<file path="src/rtl/sisc_demux_pkg.sv">
// rtl/sisc_demux_pkg.sv - shared select codes, data width and slot-state encoding for the SISC demux
package sisc_demux_pkg;

  localparam logic SEL_A = 1'b0;
  localparam logic SEL_B = 1'b1;

  localparam int DATA_W = 16;

  typedef enum logic {
    EMPTY = 1'b0,
    FULL  = 1'b1
  } slot_state_e;

endpackage

</file>
<file path="src/rtl/demux_slot.sv">
// rtl/demux_slot.sv - one-entry output holding register with EMPTY/FULL state, optional transfer counter (DEMUX2_CNT_EN)
module demux_slot
  import sisc_demux_pkg::*;
#(
  parameter int WIDTH = DATA_W
`ifdef DEMUX2_CNT_EN
  ,
  parameter int CNT_W = 8
`endif
) (
  input  logic             clk,
  input  logic             rst,
  input  logic             load,
  input  logic [WIDTH-1:0] load_data,
  output logic             can_load,
  output logic [WIDTH-1:0] data,
  output logic             valid,
  input  logic             ready
`ifdef DEMUX2_CNT_EN
  ,
  output logic [CNT_W-1:0] cnt
`endif
);

  slot_state_e state;
  logic        drain;

  assign valid    = (state == FULL);
  assign drain    = valid && ready;
  // A full slot can take a new word only if the current one leaves this same cycle.
  assign can_load = !valid || ready;

  // Slot state and data: a load always wins (covers pass-through), a bare drain empties the slot.
  always_ff @(posedge clk or posedge rst) begin
    if (rst) begin
      state <= EMPTY;
      data  <= '0;
    end else if (load) begin
      state <= FULL;
      data  <= load_data;
    end else if (drain) begin
      state <= EMPTY;
    end
  end

`ifdef DEMUX2_CNT_EN
  // Completed output transfers, wrapping naturally at 2^CNT_W.
  always_ff @(posedge clk or posedge rst) begin
    if (rst) begin
      cnt <= '0;
    end else if (drain) begin
      cnt <= cnt + 1'b1;
    end
  end
`endif

endmodule

</file>
<file path="src/rtl/demux2_reg.sv">
// rtl/demux2_reg.sv - registered 1-to-2 demultiplexer with valid/ready slots; DEMUX2_CNT_EN adds transfer counters
module demux2_reg
  import sisc_demux_pkg::*;
#(
  parameter int WIDTH = DATA_W
`ifdef DEMUX2_CNT_EN
  ,
  parameter int CNT_W = 8
`endif
) (
  input  logic             clk,
  input  logic             rst,
  input  logic [WIDTH-1:0] in_data,
  input  logic             in_sel,
  input  logic             in_valid,
  output logic             in_ready,
  output logic [WIDTH-1:0] out_a_data,
  output logic             out_a_valid,
  input  logic             out_a_ready,
  output logic [WIDTH-1:0] out_b_data,
  output logic             out_b_valid,
  input  logic             out_b_ready
`ifdef DEMUX2_CNT_EN
  ,
  output logic [CNT_W-1:0] cnt_a,
  output logic [CNT_W-1:0] cnt_b
`endif
);

  logic can_load_a;
  logic can_load_b;
  logic load_a;
  logic load_b;

  // Readiness follows only the selected slot; in_valid never feeds in_ready.
  always_comb begin
    in_ready = (in_sel == SEL_A) ? can_load_a : can_load_b;
    load_a   = in_valid && in_ready && (in_sel == SEL_A);
    load_b   = in_valid && in_ready && (in_sel == SEL_B);
  end

  demux_slot #(
    .WIDTH(WIDTH)
`ifdef DEMUX2_CNT_EN
    ,
    .CNT_W(CNT_W)
`endif
  ) u_slot_a (
    .clk      (clk),
    .rst      (rst),
    .load     (load_a),
    .load_data(in_data),
    .can_load (can_load_a),
    .data     (out_a_data),
    .valid    (out_a_valid),
    .ready    (out_a_ready)
`ifdef DEMUX2_CNT_EN
    ,
    .cnt      (cnt_a)
`endif
  );

  demux_slot #(
    .WIDTH(WIDTH)
`ifdef DEMUX2_CNT_EN
    ,
    .CNT_W(CNT_W)
`endif
  ) u_slot_b (
    .clk      (clk),
    .rst      (rst),
    .load     (load_b),
    .load_data(in_data),
    .can_load (can_load_b),
    .data     (out_b_data),
    .valid    (out_b_valid),
    .ready    (out_b_ready)
`ifdef DEMUX2_CNT_EN
    ,
    .cnt      (cnt_b)
`endif
  );

endmodule
</file>
<file path="config.mk">
export PLATFORM = sky130hd
export DESIGN_NAME = demux2_reg
export DESIGN_NICKNAME = d
export VERILOG_FILES = /design/src/rtl/sisc_demux_pkg.sv /design/src/rtl/demux_slot.sv /design/src/rtl/demux2_reg.sv
export SDC_FILE = /design/constraint.sdc
export NUM_CORES = 1
export LEC_CHECK = 0
export ABC_AREA = 0
export CAP_MARGIN = 20
export CORE_ASPECT_RATIO = 1.2
export CORE_MARGIN = 2
export CORE_UTILIZATION = 47
export CTS_BUF_LIST = sky130_fd_sc_hd__clkbuf_8
export DETAILED_ROUTE_END_ITERATION = 10
export HOLD_SLACK_MARGIN = 0.02
export PLACE_DENSITY = 0.91
export SLEW_MARGIN = 5
export SYNTH_ARGS = -nofsm -noshare
export SYNTH_HDL_FRONTEND = slang
export SYNTH_SLANG_ARGS = --single-unit
export TNS_END_PERCENT = 1
</file>
<file path="constraint.sdc">
create_clock -name clk -period 3 [get_ports clk]
set_clock_uncertainty 0.2 [all_clocks]
set_input_delay 0.75 -clock clk [delete_from_list [all_inputs] [get_ports clk]]
set_output_delay 0.75 -clock clk [all_outputs]
set_load 0.01 [all_outputs]
</file>
* After elaboration in Yosys (flattened, before gate mapping) *
Index checks and enable logic that the tools add are counted.

storage, ports and cells
  memories kept = 0
  memory bits (writable) = 0
  output and inout bits = 35
  register bits = 34
  ROM bits = 0
  bits in latches = 0

operators by class
  equal/unequal tests = 0
  div/mod/pow operators = 0
  bitwise logic cells = 1
  shift operators = 0
  reduce and logical (&&, ||, !) cells = 11
  $lt $le $gt $ge = 0
  multiply operators = 0
  multiplexer cells = 5
  $add $sub $neg = 0

operators by type and width
  kind                number
  1-bit logical AND   5
  1-bit two-way mux   5
  2-bit nonzero test  2
  1-bit zero test     2
  1-bit logical OR    2
  1-bit NOT           1

* Longest topological paths before layout *
Gate-level depths: netlist (run 1).

  word-level depth = 6
  gate-level depth with buffers = 4

* By module *
A second synthesis (run 1) with hierarchy kept.

second synthesis, totals
  cell total of the unflattened synthesis = 79
  area total of the unflattened synthesis = 1,406.3 um^2

by module, submodules not included
  module      times used  area an instance (um^2)  cells an instance
  demux_slot  2           686.9                    38
  demux2_reg  1           32.5                     3

* Worst setup path before layout (run 1) *
No wires, ideal clock.

  path kind = input to output
  start = input out_a_ready
  end = output in_ready
  cell stages on the path = 3
  slack = 925 ps
  arrival time = 1,125 ps
  path buffers = 0
  cell sequence = nand2b_2 > nor2_1 > a21oi_1

between the ends
  word-level cells in the longest chain between the ends = 2

RTL lines
  item               RTL line          RTL
  from (decl)        demux2_reg.sv:19  input logic out_a_ready,
  1-bit logical OR   demux_slot.sv:31  assign can_load = !valid || ready;
  1-bit two-way mux  demux2_reg.sv:37  in_ready = (in_sel == SEL_A) ? can_load_a : can_load_b;
  to (decl)          demux2_reg.sv:16  output logic in_ready,

No other way between the ends.

* Worst setup path in the final report (run 1) *
Same ends and word-level chain as after synthesis.

==> metrics.txt, run 1 <==
Clk pin slew, worst setup/hold paths 0.06 ns; nets around 170; Final Core Density between 70% and 80%; dominant synthesized flop cell dfrtp_1; Tightest Hold Check Type flip-flop to flip-flop; EDFF count, synth 0; # Max-Cap Violations 0; setup ws final just under 0.3 ns; Worst setup EP type output port; DP Wirelength around 2200 um; synth top area cells dfrtp_1 62%, mux2_2 18%, mux2_4 11%, buf_12 1.5%, nand3b_4 1.5%; first-pass GRT wire length 5090 um; CP max FO 2; Die W about 53 um; Synth Net Count approximately 100; placed cell count roughly 170; Post-Synthesis Cells 79; Reg2Reg Setup Slack roughly 1.4 ns; Boundary Pins 57; cts hold-fix bufs 0; period utilization approximately nine tenths; R2R Path End u_slot_b.data[13]$_DFFE_PP0P_; #FFs+latches synth 34; layout cells sized above 1 about a third; TNS Setup 0 ns; filler instances about 190; Min Clock Period, post-route roughly 2.7 ns; CP Launch Point out_a_ready; RSZ-0062 raised after global routing false; count leader, synth dfrtp_1; Starting Density 49.1%; Final Max Tran Viols 0; Inserted Diodes 0; largest net degree at the start of global routing 35; R2R depth 4; First-pass DRT Iterations 4; worst-margin pin slew between 0.4 and 0.5 ns; Synth async-reset ratio 100%; Leak about 0.00091 uW; Yosys top cell by area dfrtp_1; final hold vios 0; post-synthesis cell area 1370 um^2; Synthesis Warnings 0; non-filler instance count after layout around 180; H-tree depth 2; Die H about 63 um; post-layout instance area 2090 um^2; PortBufs 56; ANT nets after route 0; Layout area overhead 53.0%; drt drc 0; worst setup path endpoint in_ready; pre-CTS setup slack 0.00251 ns; Routed Wire Length ~3000 um; peak supply drop 0.000539 V; Synth cell types 15; initial antenna violation count 0; WS Path Type input port to output port; gpl congestion approximately 0.85; FF-to-FF Start u_slot_b.valid$_DFFE_PP0P_; achievable frequency 369 MHz; routed vias 899; Worst setup SP type input port; Placed Area 1980 um^2; sequential fraction of the synthesis area between 60% and 70%; TritonCTS Sinks 34; gr ovfl total 0; Total Routing Usage GR between 20% and 30%; Avg Synthesized Cell Area around 17 um^2; row cnt 21; vias per cell between 5 and 6; slew margin rel. about 72%; DR WL/cell approximately 17 um; worst skew pair latency around 0.28 ns; CTS Buf Count 5; clk root buf clkbuf_8; core area between 2000 and 3000 um^2; outcome complete, no violations; pwr/cell area between 600 and 700 nW/um^2; clock buffer depth 2; commonest cells in the netlist 34 x dfrtp_1, 22 x mux2_2, 10 x mux2_4; Iter 0 DRT Violations 7; final setup fails 0; CP arrival between 1.5 and 2 ns; die area 3360 um^2; vias in the first global route roughly 970; CP Data Required Time between 2 and 2.5 ns; share of the synthesized area in the top cell type slightly above 60%; CTS tree done
registers in the layout, indices dropped and copies added, names as in the netlist:
name,cells
u_slot_b.data,16
u_slot_a.data,16
u_slot_a.valid,1
u_slot_b.valid,1
repair_timing:
action                     CTS  global route
gates resized for setup      1             0
setup endpoints to repair    1             0
buffers inserted             0             0
metal layers:
metal | vias up | track usage, % | wire length [um]
li1 | 399 | - | -
met1 | 454 | 26.2 | 1180
met2 | 42 | 34.9 | 1600
met3 | 4 | 8.06 | 237
met4 | 0 | 6.73 | 17
met5 | - | 0 | 0
how the worst min path moves through the flow:
stage                                        startpoint  cells past startpoint  slack [ns]                            end
after floorplan           u_slot_a.data[10]$_DFFE_PP0P_                      1        0.35  u_slot_a.data[10]$_DFFE_PP0P_
after global placement     u_slot_a.data[1]$_DFFE_PP0P_                      1        0.29   u_slot_a.data[1]$_DFFE_PP0P_
after detailed placement  u_slot_a.data[10]$_DFFE_PP0P_                      1        0.29  u_slot_a.data[10]$_DFFE_PP0P_
after CTS                 u_slot_b.data[12]$_DFFE_PP0P_                      1        0.31  u_slot_b.data[12]$_DFFE_PP0P_
after global routing       u_slot_a.data[4]$_DFFE_PP0P_                      1        0.33   u_slot_a.data[4]$_DFFE_PP0P_
final                     u_slot_b.data[12]$_DFFE_PP0P_                      1        0.31  u_slot_b.data[12]$_DFFE_PP0P_
layout make-up:
type	instances	area, um^2	area share [%]
Timing Repair Buffer	60	602	28.7
Clock buffer	6	82.6	3.94
Tap cell	34	42.5	2.03
Inverter	2	7.51	0.358
Multi-Input combinational cell	41	479	22.9
Sequential cell	34	851	40.6
Clock inverter	1	30.0	1.43
metrics by stage:
| step | hold WS (ns) | total power (uW) |
|---|---|---|
| 6_report | 0.307 | 1390 |
| 4_1_cts | 0.310 | 1400 |
| 2_1_floorplan | 0.350 | 744 |
| 3_5_place_dp | 0.292 | 972 |
| 3_3_place_gp | 0.287 | 955 |
| 5_1_grt | 0.330 | 1450 |
power breakdown:
| group | total [uW] | leakage (uW) | switching, uW | internal (uW) |
|---|---|---|---|---|
| Sequential | 586 | 0.000400 | 46.5 | 540 |
| Clock | 425 | 0.0000573 | 160 | 266 |
| Combinational | 376 | 0.000451 | 128 | 247 |
| Total | 1390 | 0.000909 | 335 | 1050 |
worst max-delay path, cell delays in order:
cell and delay, ns:
clkdlybuf4s50_1 0.41, nand2b_2 0.19, nor2_1 0.09, a21oi_1 0.04
dlygate4sd2_1 0.28
cell usage in the layout (no fill, tap or decap), types with 2 or more instances in the layout:
cell	n
dfrtp_1	34
clkbuf_8	6
mux2_2	22
clkdlybuf4s50_1	55
mux2_4	10
inv_1	2
buf_4	3
cell families after synthesis:
kind of cell           synth area share [%]
flip-flops                             62.2
multiplexers                           29.1
AND/OR/NAND/NOR                        5.21
buffers and inverters                  2.83
AO/OA/AOI/OAI                         0.731
No activity file was read; power rests on OpenSTA's default activity.
==> run 2: changes to the inputs <==
Settings changed: CELL_PAD_IN_SITES_DETAIL_PLACEMENT from default to 0, CELL_PAD_IN_SITES_GLOBAL_PLACEMENT from default to 1, CORE_UTILIZATION 47 to 37, PLACE_DENSITY 0.91 to 0.9.
==> metrics.txt, run 2 (synthesis results as in run 1) <==
largest net degree at the start of global routing 35 (unchanged); Die H 70.6 um (was 63.1 um); Total Routing Usage GR 14.0% (was 21.6%); CP Data Required Time 2.05 ns (about the same); CP max FO 2 (unchanged); Iter 0 DRT Violations 33 (was 7); gr ovfl total 0 (unchanged); final hold vios 0 (unchanged); Sequential Area 851 um^2 (unchanged); GR peak layer met2 (unchanged); pre-CTS setup slack 0.0312 ns (was 0.00251 ns); vias in the first global route 1013 (was 967); First-pass DRT Iterations 2 (was 4); # Max-Cap Violations 0 (unchanged); CTS Buf Count 5 (unchanged); routed vias 884 (was 899); worst-margin pin slew 0.420 ns (was 0.417 ns); met3 Resource Use GR 3.66% (was 8.06%); GR Util met1 14.9% (was 26.2%); commonest cells after routing, fill and taps aside 55 x clkdlybuf4s50_1, 34 x dfrtp_1, 22 x mux2_2 (unchanged); gpl congestion 0.713 (was 0.854); worst skew pair latency 0.27 ns (was 0.28 ns); drt drc 0 (unchanged); peak supply drop 0.000290 V (was 0.000539 V); setup ws final 0.415 ns (was 0.289 ns); row cnt 24 (was 21); CTS tree done (unchanged); Leak 0.000895 uW (was 0.000909 uW); nets 166 (unchanged); first-pass GRT wire length 4420 um (was 5090 um); Reg2Reg Setup Slack 1.40 ns (was 1.37 ns); Top Registers u_slot_a.data x16, u_slot_b.data x16 (unchanged); hold depth 1 (unchanged); Worst setup EP type output port (unchanged); layout cells sized above 1 32.9% (was 33.3%); ANT nets after route 0 (unchanged); pwr/cell area 618 nW/um^2 (was 662 nW/um^2); RSZ-0062 raised after global routing false (unchanged); WS Path Type input port to output port (unchanged); GRT met2 Usage 24.9% (was 34.9%); Tightest Hold Check Type flip-flop to flip-flop (unchanged); Inserted Diodes 0 (unchanged); Worst setup SP type input port (unchanged); TritonCTS Sinks 34 (unchanged); achievable frequency 387 MHz (was 369 MHz); die area 4200 um^2 (was 3360 um^2); Die W 59.5 um (was 53.3 um); CP arrival 1.63 ns (was 1.76 ns); Power, Total 1270 uW (was 1390 uW); outcome complete, no violations (unchanged); Final Max Tran Viols 0 (unchanged); Min Clock Period, post-route 2.58 ns (was 2.71 ns); TNS Setup 0 ns (unchanged); clk root buf clkbuf_8 (unchanged); Routed Wire Length 2780 um (was 3040 um); PortBufs 56 (unchanged); Boundary Pins 57 (unchanged); setup bufs post-CTS 0 (unchanged); Clk pin slew, worst setup/hold paths 0.06 ns (about the same); slew margin rel. 72.0% (was 72.2%); vias per cell 4.86 (was 5.05); initial antenna violation count 0 (unchanged); Starting Density 38.0% (was 49.1%); commonest non-fill, non-tap cell in the layout clkdlybuf4s50_1 (unchanged); R2R depth 4 (unchanged); H-tree depth 2 (unchanged); DP Wirelength 2050 um (was 2160 um); Layout area overhead 50.6% (was 53.0%); filler instances 303 (was 187); clock buffer depth 2 (unchanged); area of the multi-input gates 479 um^2 (unchanged); period utilization 86.2% (was 90.4%); final setup fails 0 (unchanged); DR WL/cell 15.3 um (was 17.1 um); core area 3600 um^2 (was 2790 um^2)
[run 2: changes by cell type in the layout (fill, tap and decap cells not counted), sizes merged]
| cell | previous run | this run |
|---|---|---|
| bufinv | 1 | 0 |
| dlygate4sd2 | 1 | 0 |
| dlymetal6s2s | 0 | 1 |
[run 2: critical path: stages]
cell,delay [ns]
clkdlybuf4s50_1,0.46
nand2b_2,0.12
nor2_1,0.04
a21oi_1,0.10
dlymetal6s2s_1,0.17
[run 2: area by class of cell]
cell class / count / share of cell area [%]
well taps: 39 / 2.37
clock buffers: 6 / 4.00
inverters: 2 / 0.364
multi-input cells: 41 / 23.2
repair buffers: 60 / 28.8
flip-flops and latches: 34 / 41.3
[run 2: path summary, 6_finish.rpt]
kind | endpoint | startpoint
worst max-delay path | in_ready | out_a_ready
worst min-delay path | u_slot_a.data[10]$_DFFE_PP0P_ | u_slot_a.data[10]$_DFFE_PP0P_
worst max register to register | u_slot_b.data[13]$_DFFE_PP0P_ | u_slot_b.valid$_DFFE_PP0P_
worst min register to register | u_slot_a.data[10]$_DFFE_PP0P_ | u_slot_a.data[10]$_DFFE_PP0P_
max in group asynchronous | u_slot_b.data[1]$_DFFE_PP0P_ | rst
min in group asynchronous | u_slot_b.valid$_DFFE_PP0P_ | rst
[run 2: what timing repair did]
action | in CTS | in global routing
endpoints found under the setup margin | 0 | 1
resized for setup | 0 | 1
hold endpoints to repair | 0 | 0
hold buffers | 0 | 0
[run 2: through the flow]
stage,utilization (%),instances,hold slack [ns],area [um^2]
detailed placement,54.9,176,0.293,1980
finish,57.2,182,0.302,2060
global placement,54.9,176,0.287,1980
floorplan,-,79,0.350,1370
global route,57.2,182,0.328,2060
CTS,57.2,182,0.307,2060
[run 2: routing by layer]
metal | share of wire [%] | wire length [um]
met1 | 38 | 1050
met3 | 6.6 | 183
met4 | 1.8 | 50
met5 | 0 | 0
met2 | 54 | 1500
[run 2: where the power goes]
group          internal [uW]  total, uW  switching [uW]  leakage, uW
Sequential               540        582            41.7     0.000400
Clock                    177        320             144    0.0000431
Combinational            246        373             127     0.000452
